## config.mk

```make
export PLATFORM = sky130hd
export DESIGN_NAME = nv_nvdla_cdp_rdma_reg_consumer
export DESIGN_NICKNAME = d
export VERILOG_FILES = /design/src/rtl/nv_nvdla_cdp_rdma_reg_consumer.sv
export SDC_FILE = /design/constraint.sdc
export NUM_CORES = 1
export LEC_CHECK = 0
export CAP_MARGIN = 25
export CORE_MARGIN = 4
export CORE_UTILIZATION = 42
export DETAILED_ROUTE_END_ITERATION = 16
export GPL_TIMING_DRIVEN = 0
export HOLD_SLACK_MARGIN = 0.1
export PLACE_DENSITY = 0.74
export SLEW_MARGIN = 10
export SYNTH_ARGS = -nofsm -noshare
export SYNTH_HDL_FRONTEND = slang
export SYNTH_SLANG_ARGS = --single-unit
```

## constraint.sdc

```tcl
create_clock -name nvdla_core_clk -period 1.2 [get_ports nvdla_core_clk]
set_input_delay 0.12 -clock nvdla_core_clk [delete_from_list [all_inputs] [get_ports nvdla_core_clk]]
set_output_delay 0.12 -clock nvdla_core_clk [all_outputs]
set_load 0.005 [all_outputs]
```

## src/rtl/nv_nvdla_cdp_rdma_reg_consumer.sv

```systemverilog
// Purpose  : consumer side of the CDP RDMA ping-pong register-group handshake (D0/D1).
// Latency  : trigger on the consumer group -> reg2dp_op_en/op_load 1 cycle later;
//            accepted done -> next op_load DONE_GAP+1 cycles later.
// Backpress: none; the datapath paces groups with dp2reg_done, spurious dones are ignored.
//
// Ports:
//   nvdla_core_clk / nvdla_core_rstn  core clock, async active-low reset
//   op_en_trigger_0/1                 1-cycle pulse, CSB wrote op_en=1 to group D0/D1
//   dp2reg_done                       1-cycle pulse, datapath finished the current op
//   consumer                          group owned by the datapath (0=D0, 1=D1)
//   status_0/1                        0 IDLE, 1 RUNNING, 2 PENDING
//   reg2dp_op_en / op_load            registered enable and its rising-edge pulse
//   done_err                          sticky spurious-done flag
// Build option: define CDP_RDMA_DONE_ERR_EN to generate the done_err flop; otherwise
// done_err is tied low.
`timescale 1ns/1ps
module nv_nvdla_cdp_rdma_reg_consumer #(
  parameter int DONE_GAP = 1
) (
  input  logic       nvdla_core_clk,
  input  logic       nvdla_core_rstn,
  input  logic       op_en_trigger_0,
  input  logic       op_en_trigger_1,
  input  logic       dp2reg_done,
  output logic       consumer,
  output logic [1:0] status_0,
  output logic [1:0] status_1,
  output logic       reg2dp_op_en,
  output logic       op_load,
  output logic       done_err
);

  localparam logic [1:0] ST_IDLE    = 2'd0;
  localparam logic [1:0] ST_RUNNING = 2'd1;
  localparam logic [1:0] ST_PENDING = 2'd2;
  localparam logic [3:0] GAP_INIT   = 4'(DONE_GAP);

  logic [1:0] op_en_q, op_en_d;
  logic       consumer_q, consumer_d;
  logic [3:0] gap_cnt_q, gap_cnt_d;
  logic [1:0] status_0_q, status_0_d;
  logic [1:0] status_1_q, status_1_d;
  logic       dp_op_en_q, dp_op_en_d;
  logic       op_load_q, op_load_d;
  logic       accepted_done;

  // A done only counts while the datapath is actually enabled.
  assign accepted_done = dp2reg_done & dp_op_en_q;

  function automatic logic [1:0] grp_status(input logic armed, input logic owned);
    if (!armed)     return ST_IDLE;
    else if (owned) return ST_RUNNING;
    else            return ST_PENDING;
  endfunction

  always_comb begin
    op_en_d = op_en_q;
    // Retire first so a same-cycle trigger re-arms the group.
    if (accepted_done) op_en_d[consumer_q] = 1'b0;
    if (op_en_trigger_0) op_en_d[0] = 1'b1;
    if (op_en_trigger_1) op_en_d[1] = 1'b1;

    consumer_d = consumer_q ^ accepted_done;

    if (accepted_done)        gap_cnt_d = GAP_INIT;
    else if (gap_cnt_q != '0) gap_cnt_d = gap_cnt_q - 4'd1;
    else                      gap_cnt_d = gap_cnt_q;

    dp_op_en_d = op_en_d[consumer_d] & (gap_cnt_d == '0) & ~accepted_done;
    op_load_d  = dp_op_en_d & ~dp_op_en_q;

    status_0_d = grp_status(op_en_d[0], consumer_d == 1'b0);
    status_1_d = grp_status(op_en_d[1], consumer_d == 1'b1);
  end

  always_ff @(posedge nvdla_core_clk or negedge nvdla_core_rstn) begin
    if (!nvdla_core_rstn) begin
      op_en_q    <= '0;
      consumer_q <= 1'b0;
      gap_cnt_q  <= '0;
      status_0_q <= ST_IDLE;
      status_1_q <= ST_IDLE;
      dp_op_en_q <= 1'b0;
      op_load_q  <= 1'b0;
    end else begin
      op_en_q    <= op_en_d;
      consumer_q <= consumer_d;
      gap_cnt_q  <= gap_cnt_d;
      status_0_q <= status_0_d;
      status_1_q <= status_1_d;
      dp_op_en_q <= dp_op_en_d;
      op_load_q  <= op_load_d;
    end
  end

`ifdef CDP_RDMA_DONE_ERR_EN
  logic done_err_q;

  always_ff @(posedge nvdla_core_clk or negedge nvdla_core_rstn) begin
    if (!nvdla_core_rstn)                 done_err_q <= 1'b0;
    else if (dp2reg_done & ~dp_op_en_q)   done_err_q <= 1'b1;
  end

  assign done_err = done_err_q;
`else
  assign done_err = 1'b0;
`endif

  assign consumer     = consumer_q;
  assign status_0     = status_0_q;
  assign status_1     = status_1_q;
  assign reg2dp_op_en = dp_op_en_q;
  assign op_load      = op_load_q;

endmodule

```

==> reports/qor.txt, run 1 <==
PnR worst setup slack: -0.00345 ns
Placed Cells: 82
final setup violating endpoints: 1
clock-pin slew on the worst setup and hold paths: 0.07 ns
Post-synth EDFFs: 0
Slew @ Worst Pin: 0.581 ns
CP startpoint kind: register
Slowest-stage cell, CP: dfrtp_1
IO Port Bufs: 11
Achievable Freq: 831 MHz
post-synth cell types: 27
fin crit share: 1.00
die height: 45.8 um
min cycle time layout: 1.20 ns
LEAKAGE: 0.000365 uW
synthesized instance count: 56
via count: 446
Seq/Total Area, Yosys: 0.542
WP buf/inv: 2
WL per Instance: 12.4 um
Highest Signal Layer: met4
Peak VDD IR: 0.00118 V
violated checks: negative setup slack
Final Max Tran Viols: 0
unrepaired setup endpoints after global routing: yes
met2 WL: 525 um
Critical Path, Cell by Cell: inv_2, ha_4, nor3b_4, buf_4, a211oi_2
vias per inst: 4.96
Mean Syn Cell Area: 10.7 um^2
Max Buffers Root-to-Sink: 2
HPWL Detailed: 806 um
ant diodes: 0
setup_tns: -0.00345 ns
vias in the first global route: 446
1st-iter DRT viols: 7
initial antenna violation count: 0
HP Class: in -> async
Max-cap violations: 0
slew margin rel.: 0.612
M1 WL: 477 um
Required @ worst endpoint: 1.39 ns
Antenna Violating Nets Remaining: 0
TritonCTS clock tree: done
Hold Vio Cnt, Final: 0
total length of routed wires: 1110 um
layout cells sized above 1: 0.253
CP max FO: 5
CP max stage delay: 0.39 ns
overall routing resource usage: 0.141
Layout Nets: 82
DRC Markers: 0
Clock Sinks: 13
Top delay family on crit path: flip-flops
ys flop type: dfrtp_1
synthesized flop and latch total: 13
largest net degree at the start of global routing: 14
chip width: 45.8 um
Worst Skew: 0.00227 ns
status: complete, but fails checks
routability congestion estimate from global placement: 0.819
Root Driver: clkbuf_4
total power: 2000 uW
initial core utilization: 0.456
filler instances: 112
Final Instance Count excl. Fillers: 90
first-pass GRT wire length: 1970 um
core area: 0.00132 mm^2
cell area after synthesis: 601 um^2
Worst-Skew Late Latency: 0.27 ns
CTS Buf Count: 3
Top Ports: 13
row count: 13
area grow syn2layout: 36.0%
met3 WL post-DR: 84 um
syn_nets: 62
Die Area: 0.00210 mm^2
commonest non-fill, non-tap cells in the layout: dfrtp_1, nor2_1, dlygate4sd2_1
Synth warnings: 0
ys async rst share: 1.00
CP Class: reg -> reg
GRT Residual Overflow: 0
commonest non-fill, non-tap cell in the layout: dfrtp_1
CP Data Arrival Time: 1.40 ns
CTS Hold Bufs: 0
CP Capture Type: register
H-tree depth: 1
power density cells: 2450 mW/mm^2
TritonRoute pass-1 iters: 3
-- power by group --
| part | internal [uW] | switching, uW | total [uW] |
|---|---|---|---|
| Sequential | 614 | 111 | 726 |
| Clock | 129 | 135 | 264 |
| Combinational | 575 | 439 | 1010 |
| Total | 1320 | 685 | 2000 |
-- layout make-up --
class / count / area, um^2 / area share
well taps: 15 / 18.8 / 0.0230
clock buffers: 4 / 26.3 / 0.0322
inverters: 2 / 7.51 / 0.00919
plain buffers: 2 / 18.8 / 0.0230
flip-flops and latches: 13 / 325 / 0.398
multi-input cells: 38 / 282 / 0.345
repair buffers: 16 / 139 / 0.170
-- worst register-to-register path, delay by kind of cell, from the launching register on --
| family | cells | cell delay (ns) |
|---|---|---|
| flops | 1 | 0.39 |
| fa+ha+maj | 1 | 0.17 |
| simple gates | 1 | 0.15 |
| compound gates | 1 | 0.20 |
| buf+inv | 2 | 0.21 |
-- synth_stat cells, types with 2 or more instances --
master / instances / area (um^2)
nor3_1: 3 / 15.0
nand2_1: 4 / 15.0
nor2_1: 7 / 26.3
dfrtp_1: 13 / 325
nor2b_1: 3 / 18.8
inv_1: 2 / 7.51
o21ai_0: 2 / 10.0
xnor2_1: 3 / 26.3
-- cell families after synthesis --
| logic type | count (synthesis) | synth area share |
|---|---|---|
| flops | 13 | 0.542 |
| buf+inv | 5 | 0.0521 |
| simple gates | 24 | 0.227 |
| xor+xnor | 3 | 0.0438 |
| fa+ha+maj | 1 | 0.0208 |
| compound gates | 8 | 0.0917 |
| other cells | 1 | 0.00624 |
| mux | 1 | 0.0167 |
-- registers in the layout (all words and copies together), names as in the netlist --
register and count:
reg2dp_op_en 1, op_load 1, status_0 2, status_1 2, gap_cnt_q 4, consumer 1
op_en_q 2
-- through the flow --
step	hold WS (ns)	setup slack [ns]	util	area, um^2
final	0.211	-0.00345	0.620	817
after global routing	0.229	-0.0531	0.620	817
after CTS	0.220	-0.00113	0.594	782
after detailed placement	0.482	-0.0982	0.563	742
after global placement	0.461	-0.0761	0.563	742
after floorplan	-0.176	0.00528	-	613
-- timing repair --
item	CTS	global route
endpoints found under the setup margin	11	7
pin swaps	2	0
setup buffers	3	2
resized for setup	9	5
-- worst paths after layout --
check,from,end,slack (ns),cells after the start
max in group asynchronous,nvdla_core_rstn,consumer,0.61,1
setup reg to reg,gap_cnt_q[0],gap_cnt_q[1],-0.003,5
hold / removal,nvdla_core_rstn,status_1[0],0.21,1
min in group nvdla_core_clk,op_en_trigger_1,op_en_q[1],0.50,2
setup / recovery,gap_cnt_q[0],gap_cnt_q[1],-0.003,5
hold reg to reg,op_en_q[1],op_en_q[1],0.52,1
-- per-layer routing --
layer / vias to the layer above / track usage
met5: - / 0
met4: 0 / 0.0852
met3: 4 / 0.0751
met2: 11 / 0.203
met1: 206 / 0.164
li1: 225 / -
No activity file was read; power rests on OpenSTA's default activity.
==> run 2, diff against run 1 <==
TNS_END_PERCENT = 20   (was default)
==> reports/qor.txt, run 2 (synthesized netlist as in run 1, its figures left out) <==
status: complete, but fails checks
violated checks: negative setup slack
CP Capture Type: register
1st-iter DRT viols: 2 (-5)
initial core utilization: 0.456 (unchanged)
Root Driver: clkbuf_4
CP startpoint kind: register
Flop pwr share: 0.370 (+0.008)
via count: 433 (-2.9%)
Max Buffers Root-to-Sink: 2 (unchanged)
Die Area: 0.00210 mm^2 (unchanged)
Clock Sinks: 13 (unchanged)
Switching Fraction: 0.343 (+0.00114)
Max-cap violations: 0 (unchanged)
CP Class: reg -> reg
TritonCTS clock tree: done
overall routing resource usage: 0.139 (-0.00244)
LEAKAGE: 0.000363 uW (-0.62%)
unrepaired setup endpoints after global routing: yes
Critical R2R Capture: op_load
Antenna Violating Nets Remaining: 0 (unchanged)
TritonRoute pass-1 iters: 2 (-1)
initial antenna violation count: 0 (unchanged)
Final Instance Count excl. Fillers: 90 (unchanged)
Achievable Freq: 831 MHz (about the same)
HP Class: in -> async
Net Switching: 672 uW (-1.9%)
row count: 13 (unchanged)
Top Ports: 13 (unchanged)
reg2reg setup slack: -0.003 ns (about the same)
Largest Register: gap_cnt_q
H-tree depth: 1 (unchanged)
worst hold slack: 0.214 ns (+0.00344 ns)
core area: 0.00132 mm^2 (unchanged)
fin crit share: 1.00 (about the same)
IO Port Bufs: 11 (unchanged)
commonest non-fill, non-tap cells in the layout: dfrtp_1, nor2_1, dlygate4sd2_1
min cycle time layout: 1.20 ns (-0.000490 ns)
CP Data Arrival Time: 1.36 ns (-0.04 ns)
Final Max Tran Viols: 0 (unchanged)
vias per inst: 4.81 (-2.9%)
ant diodes: 0 (unchanged)
Worst-Skew Late Latency: 0.27 ns (about the same)
chip width: 45.8 um (unchanged)
Internal: 1290 uW (-2.4%)
area grow syn2layout: 33.5%
Slew @ Worst Pin: 0.587 ns (+0.00622 ns)
Comb pwr share: 0.496 (-0.010)
routability congestion estimate from global placement: 0.819 (unchanged)
Hold Vio Cnt, Final: 0 (unchanged)
total length of routed wires: 1110 um (-0.27%)
clock-pin slew on the worst setup and hold paths: 0.07 ns (about the same)
Worst R2R Path Depth: 5 (unchanged)
share of total power in the clock network: 0.134 (+0.002)
commonest non-fill, non-tap cell in the layout: dfrtp_1
DRC Markers: 0 (unchanged)
Placed Cells: 82 (unchanged)
final core occ: 0.609 (-0.0114)
WL per Instance: 12.3 um (-0.27%)
HPWL Detailed: 806 um (unchanged)
layout cells sized above 1: 0.227 (-0.0267)
PnR worst setup slack: -0.00296 ns (+0.000490 ns)
vias in the first global route: 434 (-2.7%)
CTS Buf Count: 3 (unchanged)
Worst Skew: 0.00224 ns (-0.0000276 ns)
Required @ worst endpoint: 1.36 ns (-0.03 ns)
first-pass GRT wire length: 1930 um (-1.7%)
final setup violating endpoints: 1 (unchanged)
die height: 45.8 um (unchanged)
Peak VDD IR: 0.00118 V (about the same)
Critical R2R Launch: gap_cnt_q[0]
Layout Nets: 82 (unchanged)
Setup WS pre-CTS: -0.0982 ns (unchanged)
largest net degree at the start of global routing: 14 (unchanged)
max reg flops: 4 (unchanged)
power density cells: 2440 mW/mm^2 (-0.36%)
GRT Residual Overflow: 0 (unchanged)
slew margin rel.: 0.607 (-0.00416)
CP max FO: 5 (unchanged)
run 2: cell counts in the layout (fill, tap and decap cells not counted):
No cell type changed its count.
run 2: stage by stage:
step                      total power, uW  TNS (ns)  area [um^2]
after detailed placement             1670    -0.401          742
after global routing                 2140    -0.214          802
after CTS                            1870    -0.158          767
after global placement               1630    -0.323          742
final                                1960  -0.00296          802
after floorplan                      1320         0          613
run 2: power groups by stage:
stage                     combinational (uW)  clock (uW)  sequential (uW)
after CTS                                854         273              742
after detailed placement                 914           0              751
final                                    973         262              725
after global routing                    1090         303              746
after global placement                   888           0              743
after floorplan                          575           0              744
run 2: metal layers:
| layer | vias to the layer above | global-route usage | part of all wire |
|---|---|---|---|
| li1 | 223 | - | - |
| met1 | 195 | 0.164 | 0.44 |
| met2 | 11 | 0.195 | 0.46 |
| met3 | 4 | 0.0751 | 0.079 |
| met4 | 0 | 0.0852 | 0.023 |
| met5 | - | 0 | 0 |
run 2: layout make-up:
class,instances,area (um^2)
well taps,15,18.8
plain buffers,3,26.3
repair buffers,15,131
multi-input cells,38,267
clock buffers,4,26.3
fillers,116,515
inverters,2,7.51
flip-flops and latches,13,325
run 2: what timing repair did:
| item | 4_1_cts | 5_1_grt |
|---|---|---|
| resized for setup | 9 | 5 |
| endpoints found under the setup margin | 11 | 8 |
| pin swaps | 2 | 1 |
| hold endpoints to repair | 0 | 0 |
| hold buffers | 0 | 0 |
| cloned | 0 | 0 |
| buffers inserted | 1 | 3 |
run 2: worst max path at each step:
stage / startpoint / end / slack [ns] / cells past startpoint
2_1_floorplan: gap_cnt_q[0] / gap_cnt_q[1] / 0.005 / 5
3_3_place_gp: gap_cnt_q[0] / gap_cnt_q[1] / -0.08 / 5
3_5_place_dp: gap_cnt_q[0] / gap_cnt_q[1] / -0.1 / 5
4_1_cts: gap_cnt_q[0] / op_load / -0.05 / 5
5_1_grt: gap_cnt_q[0] / op_load / -0.06 / 5
6_report: gap_cnt_q[0] / op_load / -0.003 / 5
run 2: worst max-delay path, cell delays in order, from the launching register on:
cell	delay [ns]
dfrtp_1	0.38
inv_2	0.07
ha_4	0.17
xnor2_1	0.12
a32oi_1	0.26
nor3_1	0.08
==> run 3, diff against run 2 <==
--- a/constraint.sdc
+++ b/constraint.sdc
@@ -3,2 +3,2 @@
 set_output_delay 0.12 -clock nvdla_core_clk [all_outputs]
-set_load 0.005 [all_outputs]
+set_load 0.01 [all_outputs]
==> reports/qor.txt, run 3 (synthesized netlist as in run 1, its figures left out) <==
status: complete, but fails checks
violated checks: negative setup slack
WL per Instance: 12.2 um (-1.5%)
Layout Nets: 81 (-1.2%)
slew margin rel.: 0.612 (+0.00407)
HPWL Detailed: 806 um (unchanged)
commonest non-fill, non-tap cells in the layout: dfrtp_1, nor2_1, dlygate4sd2_1
Achievable Freq: 832 MHz (about the same)
CP startpoint kind: register
IO Port Bufs: 11 (unchanged)
total length of routed wires: 1080 um (-2.6%)
row count: 13 (unchanged)
Worst R2R Path Depth: 5 (unchanged)
LEAKAGE: 0.000356 uW (-1.9%)
filler instances: 115 (-0.86%)
chip width: 45.8 um (unchanged)
Worst-Skew Late Latency: 0.27 ns (about the same)
min cycle time layout: 1.20 ns (-0.000483 ns)
core area: 0.00132 mm^2 (unchanged)
Die Area: 0.00210 mm^2 (unchanged)
CP Class: reg -> reg
final core occ: 0.597 (-0.0114)
area grow syn2layout: 31.0%
Root Driver: clkbuf_4
initial antenna violation count: 0 (unchanged)
ant diodes: 0 (unchanged)
Antenna Violating Nets Remaining: 0 (unchanged)
Slew @ Worst Pin: 0.581 ns (-0.00609 ns)
layout cells sized above 1: 0.203 (-0.0240)
HP Class: in -> async
Clock Sinks: 13 (unchanged)
overall routing resource usage: 0.139 (unchanged)
Largest Register: gap_cnt_q
Critical R2R Capture: gap_cnt_q[1]
1st-iter DRT viols: 13 (+11)
Hold Vio Cnt, Final: 0 (unchanged)
die height: 45.8 um (unchanged)
CP Data Arrival Time: 1.40 ns (+0.04 ns)
CP max FO: 5 (unchanged)
CTS Buf Count: 3 (unchanged)
power density cells: 2500 mW/mm^2 (+2.4%)
via count: 436 (+0.69%)
GRT Residual Overflow: 0 (unchanged)
Max Buffers Root-to-Sink: 2 (unchanged)
Required @ worst endpoint: 1.39 ns (+0.03 ns)
initial core utilization: 0.456 (unchanged)
Max-cap violations: 0 (unchanged)
clock-pin slew on the worst setup and hold paths: 0.07 ns (about the same)
DRC Markers: 0 (unchanged)
CP Capture Type: register
TritonRoute pass-1 iters: 4 (+2)
max reg flops: 4 (unchanged)
vias in the first global route: 436 (+0.46%)
Critical R2R Launch: gap_cnt_q[0]
Final Max Tran Viols: 0 (unchanged)
Peak VDD IR: 0.00118 V (about the same)
vias per inst: 4.90 (+1.8%)
fin crit share: 1.00 (about the same)
PnR worst setup slack: -0.00248 ns (+0.000483 ns)
reg2reg setup slack: -0.002 ns (about the same)
final setup violating endpoints: 2 (+1)
unrepaired setup endpoints after global routing: yes
commonest non-fill, non-tap cell in the layout: dfrtp_1
H-tree depth: 1 (unchanged)
Post-DP Area: 742 um^2 (unchanged)
Worst Skew: 0.00221 ns (-0.0000290 ns)
largest net degree at the start of global routing: 14 (unchanged)
routability congestion estimate from global placement: 0.819 (unchanged)
Top Ports: 13 (unchanged)
final instance area: 787 um^2 (-1.9%)
first-pass GRT wire length: 1920 um (-0.72%)
TritonCTS clock tree: done
-- run 3: cell types whose count changed in the layout (fill, tap and decap cells not counted) --
cell     before  now
buf_4         6    4
buf_2         0    1
o21ai_0       1    2
o21ai_1       1    0
o31ai_1       0    1
o31ai_2       1    0
-- run 3: through the flow --
step | total power [uW] | TNS (ns) | setup slack [ns] | std cells | hold WS, ns
floorplan | 1360 | 0 | 0.00528 | 56 | -0.176
finish | 1970 | -0.00308 | -0.00248 | 89 | 0.212
detailed placement | 1710 | -0.401 | -0.0982 | 82 | 0.482
CTS | 1950 | -0.00113 | -0.00113 | 88 | 0.220
global route | 2150 | -0.196 | -0.0531 | 89 | 0.229
global placement | 1670 | -0.323 | -0.0761 | 82 | 0.461
-- run 3: power by group --
group,internal (uW),switching (uW),total [uW]
registers,615,113,728
logic,523,457,980
clock network,129,133,262
total,1270,703,1970
-- run 3: timing repair --
item	4_1_cts	5_1_grt
setup buffers	2	1
endpoints found under the setup margin	11	4
gates resized for setup	9	1
pin swaps	2	0
hold buffers	0	0
-- run 3: final cells by class --
class                   instances  area [um^2]  area share
plain buffers                   3         23.8      0.0302
clock buffers                   4         26.3      0.0334
inverters                       2         7.51     0.00954
multi-input cells              38          262       0.332
flip-flops and latches         13          325       0.413
well taps                      15         18.8      0.0238
repair buffers                 14          124       0.157
-- run 3: routing by layer --
metal / global-route usage / part of all wire
met4: 0.0852 / 0.024
met5: 0 / 0
met2: 0.195 / 0.45
met3: 0.0751 / 0.081
met1: 0.164 / 0.44
-- run 3: worst max path at each step --
| stage | startpoint | slack (ns) | to | depth (start not counted) |
|---|---|---|---|---|
| finish | gap_cnt_q[0] | -0.002 | gap_cnt_q[1] | 5 |
| global route | gap_cnt_q[0] | -0.05 | gap_cnt_q[1] | 5 |
| CTS | gap_cnt_q[0] | -0.001 | gap_cnt_q[1] | 5 |
| detailed placement | gap_cnt_q[0] | -0.1 | gap_cnt_q[1] | 5 |
| global placement | gap_cnt_q[0] | -0.08 | gap_cnt_q[1] | 5 |
| floorplan | gap_cnt_q[0] | 0.005 | gap_cnt_q[1] | 5 |
-- run 3: worst max-delay path, stage by stage (launching register included) --
cell and delay, ns:
dfrtp_1 0.39, inv_2 0.07, ha_4 0.17, nor3b_4 0.16, buf_4 0.14, a211oi_2 0.20
